**src/rtl/ysyx_22040127_ifu_pkg.sv**
```systemverilog
// rtl/ysyx_22040127_ifu_pkg.sv - shared constants and types for the instruction fetch unit
//
// Purpose : state encoding, default reset PC, address and instruction widths,
//           and small helpers used by the fetch unit.
// Ports   : none (package).
package ysyx_22040127_ifu_pkg;

  localparam int          XLEN_DEF     = 64;
  localparam int          INST_W       = 32;
  localparam logic [63:0] RESET_PC_DEF = 64'h8000_0000;

  // 2-bit state encoding of the fetch FSM
  localparam logic [1:0] ST_IDLE = 2'd0;
  localparam logic [1:0] ST_REQ  = 2'd1;
  localparam logic [1:0] ST_WAIT = 2'd2;
  localparam logic [1:0] ST_HOLD = 2'd3;

  typedef enum logic [1:0] {
    S_IDLE = ST_IDLE,
    S_REQ  = ST_REQ,
    S_WAIT = ST_WAIT,
    S_HOLD = ST_HOLD
  } ifu_state_e;

  // A 32-bit instruction fetch needs a word-aligned PC.
  function automatic logic pc_misaligned(input logic [1:0] pc_low);
    return |pc_low;
  endfunction

endpackage

```
**src/rtl/ysyx_22040127_ifu.sv**
```systemverilog
// rtl/ysyx_22040127_ifu.sv - instruction fetch unit: PC, single-outstanding fetch, decode handshake
//
// Purpose : owns the PC, issues one fetch at a time to instruction memory and
//           holds the returned word for decode; execute redirects replace the
//           PC and make any in-flight fetch stale.
// Ports   :
//   clk, rst                         clock, asynchronous active-high reset
//   imem_req_valid/ready/addr        fetch request to instruction memory
//   imem_resp_valid/data             fetch response from instruction memory
//   inst_valid/ready, instruction,   held instruction and its PC toward decode
//   inst_pc
//   redirect_valid/pc                control-flow redirect from execute
//   fetch_misalign                   current PC is not word aligned
module ysyx_22040127_ifu
  import ysyx_22040127_ifu_pkg::*;
#(
  parameter int               XLEN     = XLEN_DEF,
  parameter logic [XLEN-1:0]  RESET_PC = RESET_PC_DEF[XLEN-1:0]
) (
  input  logic              clk,
  input  logic              rst,
  output logic              imem_req_valid,
  input  logic              imem_req_ready,
  output logic [XLEN-1:0]   imem_req_addr,
  input  logic              imem_resp_valid,
  input  logic [INST_W-1:0] imem_resp_data,
  output logic              inst_valid,
  input  logic              inst_ready,
  output logic [INST_W-1:0] instruction,
  output logic [XLEN-1:0]   inst_pc,
  input  logic              redirect_valid,
  input  logic [XLEN-1:0]   redirect_pc,
  output logic              fetch_misalign
);

  ifu_state_e        state;
  logic [XLEN-1:0]   pc;
  // Set when a redirect lands while a fetch is in flight; the response that
  // eventually returns belongs to the old path and must be thrown away.
  logic              drop;

  assign fetch_misalign = pc_misaligned(pc[1:0]);
  assign imem_req_addr  = pc;

  // A redirect in the same cycle suppresses both the request and the offer to
  // decode, so nothing from the old path leaves the unit that cycle.
  assign imem_req_valid = (state == S_REQ) && !redirect_valid && !fetch_misalign;
  assign inst_valid     = (state == S_HOLD) && !redirect_valid;

  always_ff @(posedge clk or posedge rst) begin
    if (rst) begin
      state       <= S_IDLE;
      pc          <= RESET_PC;
      drop        <= 1'b0;
      instruction <= '0;
      inst_pc     <= RESET_PC;
    end else begin
      case (state)
        S_IDLE: begin
          if (redirect_valid) begin
            pc <= redirect_pc;
          end
          state <= S_REQ;
        end

        S_REQ: begin
          if (redirect_valid) begin
            pc <= redirect_pc;
          end else if (imem_req_valid && imem_req_ready) begin
            state <= S_WAIT;
          end
        end

        S_WAIT: begin
          if (redirect_valid) begin
            pc <= redirect_pc;
            if (imem_resp_valid) begin
              // The in-flight response is consumed right here, so no drop
              // needs to be remembered.
              drop  <= 1'b0;
              state <= S_REQ;
            end else begin
              drop <= 1'b1;
            end
          end else if (imem_resp_valid) begin
            if (drop) begin
              drop  <= 1'b0;
              state <= S_REQ;
            end else begin
              instruction <= imem_resp_data;
              inst_pc     <= pc;
              state       <= S_HOLD;
            end
          end
        end

        S_HOLD: begin
          // Redirect wins over a simultaneous decode handshake: the held word
          // is on the wrong path, so the PC takes the target, not PC+4.
          if (redirect_valid) begin
            pc    <= redirect_pc;
            state <= S_REQ;
          end else if (inst_ready) begin
            pc    <= pc + XLEN'(4);
            state <= S_REQ;
          end
        end

        default: state <= S_IDLE;
      endcase
    end
  end

endmodule

```
**config.mk**
```make
export PLATFORM = sky130hd
export DESIGN_NAME = ysyx_22040127_ifu
export DESIGN_NICKNAME = d
export VERILOG_FILES = /design/src/rtl/ysyx_22040127_ifu_pkg.sv /design/src/rtl/ysyx_22040127_ifu.sv
export SDC_FILE = /design/constraint.sdc
export NUM_CORES = 1
export LEC_CHECK = 0
export ABC_CLOCK_PERIOD_IN_PS = 5340
export BUFFER_PORTS_ARGS = -buffer_cell sky130_fd_sc_hd__buf_4
export CAP_MARGIN = 20
export CORE_MARGIN = 1.5
export CORE_UTILIZATION = 42
export DETAILED_ROUTE_END_ITERATION = 12
export PLACE_DENSITY_LB_ADDON = 0.12
export SLEW_MARGIN = 30
export SYNTH_ARGS = -nofsm -noshare
export SYNTH_HDL_FRONTEND = slang
export SYNTH_SLANG_ARGS = --single-unit
```
**constraint.sdc**
```tcl
create_clock -name clk -period 5.34 [get_ports clk]
set_input_delay 0 -clock clk [delete_from_list [all_inputs] [get_ports clk]]
set_output_delay 0 -clock clk [all_outputs]
set_load 0.03 [all_outputs]
```
==> flow_summary.json <==
{
  "cp_max_fo": 9,
  "setup_viol": 0,
  "drv_slew": 0,
  "multiInputGateArea_mm2": 0.00344,
  "slew_headroom": 0.390,
  "pwr_density_cell_mw_per_mm2": 449,
  "skew_ns": 0.00878,
  "cts_tree": "done",
  "yosys-top-cells-area": "dfrtp_1, mux2_2, nand2_1",
  "synthFlopType": "dfrtp_1",
  "seqCellArea_mm2": 0.00408,
  "ys_ff_latch": 163,
  "dp_hpwl_um": 16100,
  "clock-sinks": 163,
  "outcome": "finished clean",
  "netlist_area_mm2": 0.00775,
  "routed_wl_um": 23600,
  "whs_path_depth": 4,
  "synthArstFlopShare": 1.00,
  "nets": 1150,
  "ys_seq_area_frac": 0.526,
  "dpl_cell_area_mm2": 0.00988,
  "worst_pin_slew_ns": 0.914,
  "yosysWarnings": 0,
  "grt_pass1_vias": 6985,
  "synth_top_area_share": 0.520,
  "core_mm2": 0.0180,
  "arrival_ns": 3.02,
  "fmax_mhz": 375,
  "rsz0062_at_grt": "no",
  "start_kind": "flip-flop",
  "yosysTopAreaCell": "dfrtp_1",
  "die_h_um": 139,
  "vias_per_cell": 5.44,
  "io_pins": 265,
  "fin_crit_sh": 0.499,
  "peakVddDrop_mv": 0.273,
  "drive_gt1_frac": 0.385,
  "synthCells": 702,
  "fin_tns_setup_ns": 0,
  "cts_resized": 0,
  "cts_root_buf": "clkbuf_16",
  "end_kind": "flip-flop",
  "hp-class": "input pin to flip-flop",
  "htreeDepth": 4,
  "hold_viol": 0,
  "diodes": 0,
  "die_w_um": 139,
  "first_pass_iters": 5,
  "path_class": "flip-flop to flip-flop",
  "cts_setup_buffers": 0,
  "antenna_found_initial": 0,
  "drtAntennaViolNets": 0,
  "ys_types": 54,
  "cap_violations": 0,
  "track_usage": 0.246,
  "initial_core_util": 0.430,
  "fp.dieArea_mm2": 0.0193,
  "grt_max_degree": 114,
  "path_clk_slew_ns": 0.06,
  "drc": 0,
  "clock_latency_ns": 0.42,
  "min_period_ns": 2.67,
  "synth-edff-count": 0,
  "wl_per_cell_um": 18.4,
  "numPortBuffers": 264,
  "syn_area_per_cell_um2": 11.0,
  "synthesis.nets": 808,
  "syn2layout_area_growth_pct": 47.7,
  "grt_pass1_wl_um": 37900,
  "cts_made_buffers": 17,
  "r2r_cells": 6,
  "drt_iter0_markers": 485,
  "grt_overflow": 0,
  "gp_congestion": 0.912,
  "design_area_mm2": 0.0115,
  "rows": 49,
  "vias": 6993,
  "fillCellCount": 1474,
  "required_ns": 5.69,
  "clk_path_buf_depth": 2,
  "p_leak_nw": 5.11
}
## power breakdown
part	internal (mW)	leakage [nW]	switching [mW]
clock	0.747	0.273	0.497
combinational	0.871	2.84	1.16
sequential	1.61	2.00	0.259
## repair_timing
| action | 4_1_cts | 5_1_grt |
|---|---|---|
| setup endpoints to repair | 0 | 0 |
| hold buffers | 98 | 0 |
| hold endpoints to repair | 207 | 0 |
## registers in the layout (all words and copies together), names as in the netlist
signal and flops:
imem_req_addr 64, state 2, drop 1, inst_pc 64, instruction 32
## through the flow
step	total power [mW]	util	setup slack, ns	hold WS (ns)	std cells
3_3_place_gp	3.84	0.548	2.78	0.198	1156
2_1_floorplan	3.06	-	0.938	0.0898	702
6_report	5.15	0.635	2.67	0.0130	1286
5_1_grt	5.38	0.635	2.54	0.0366	1286
4_1_cts	5.18	0.635	2.71	0.0128	1286
3_5_place_dp	3.87	0.548	2.72	0.200	1156
## cells in the mapped netlist, types with 2 or more instances
master and n:
a211oi_1 7, a21oi_1 8, a221oi_1 4, a311oi_1 4
a31oi_1 14, and2_1 8, and3_1 11, and4_1 14
buf_1 6, buf_2 6, buf_4 2, clkbuf_1 27
dfrtp_1 161, dfstp_2 2, ha_1 4, inv_1 15
mux2_2 101, mux2i_1 3, nand2_1 58, nand2b_1 4
nand3_1 24, nand4_1 30, nor2_1 38, nor3_1 20
nor4_1 18, o211ai_1 4, o21a_1 4, o21ai_0 29
o22ai_1 3, o31a_1 4, o31ai_1 6, o32ai_1 3
or3_1 8, or4_1 12, xnor2_1 14, xor2_1 8
## final timing paths
path                           startpoint           endpoint  slack, ns
max                              state[1]  imem_req_addr[48]       2.67
min                        imem_req_ready           state[0]       0.01
max reg2reg                      state[1]  imem_req_addr[48]       2.67
min reg2reg                   inst_pc[18]        inst_pc[18]       0.51
max in group asynchronous             rst   imem_req_addr[4]       3.79
min in group asynchronous             rst    instruction[19]       0.25
## cells by family after synthesis
| kind of cell | synth area share |
|---|---|
| buf+inv | 0.0310 |
| flops | 0.526 |
| mux | 0.151 |
| simple gates | 0.180 |
| compound gates | 0.0810 |
| fa+ha+maj | 0.00645 |
| xor+xnor | 0.0248 |
## cell type report
type,instances,share of cell area
sequential,163,0.356
timing repair buffer,365,0.261
clock buffer,23,0.0400
tap,229,0.0250
clock inverter,9,0.0114
inverter,16,0.00590
multi-input combinational,481,0.301
## routing by layer
metal / share of wire / routed length, um / GRT usage / vias to the layer above
li1: - / - / - / 3284
met1: 0.43 / 10100 / 0.330 / 3414
met2: 0.49 / 11500 / 0.400 / 258
met3: 0.066 / 1570 / 0.0570 / 37
met4: 0.019 / 453 / 0.0735 / 0
met5: 0 / 0 / 0 / -
## critical path, stage by stage (launching register included)
cell and delay (ns):
dfrtp_1 0.39, ha_1 0.40, and2_1 0.38, nand2_1 0.21
or4_1 0.60, or4_1 0.53, nand3_1 0.09
## cell usage in the layout, fill, tap and decap left out, drive strengths merged, types with 6 or more instances in the layout
cell type / n
clkbuf: 23
nor2: 38
nand3: 25
inv: 15
o21ai: 29
mux2: 101
and2: 8
a21oi: 8
o31ai: 6
nor3: 21
nor4: 18
nand2: 59
or3: 8
buf: 267
a31oi: 14
and3: 11
xnor2: 14
or4: 13
nand4: 30
xor2: 8
dlygate4sd3: 98
a211oi: 7
dfrtp: 161
and4: 16
Power figures use the tool's default switching activity.
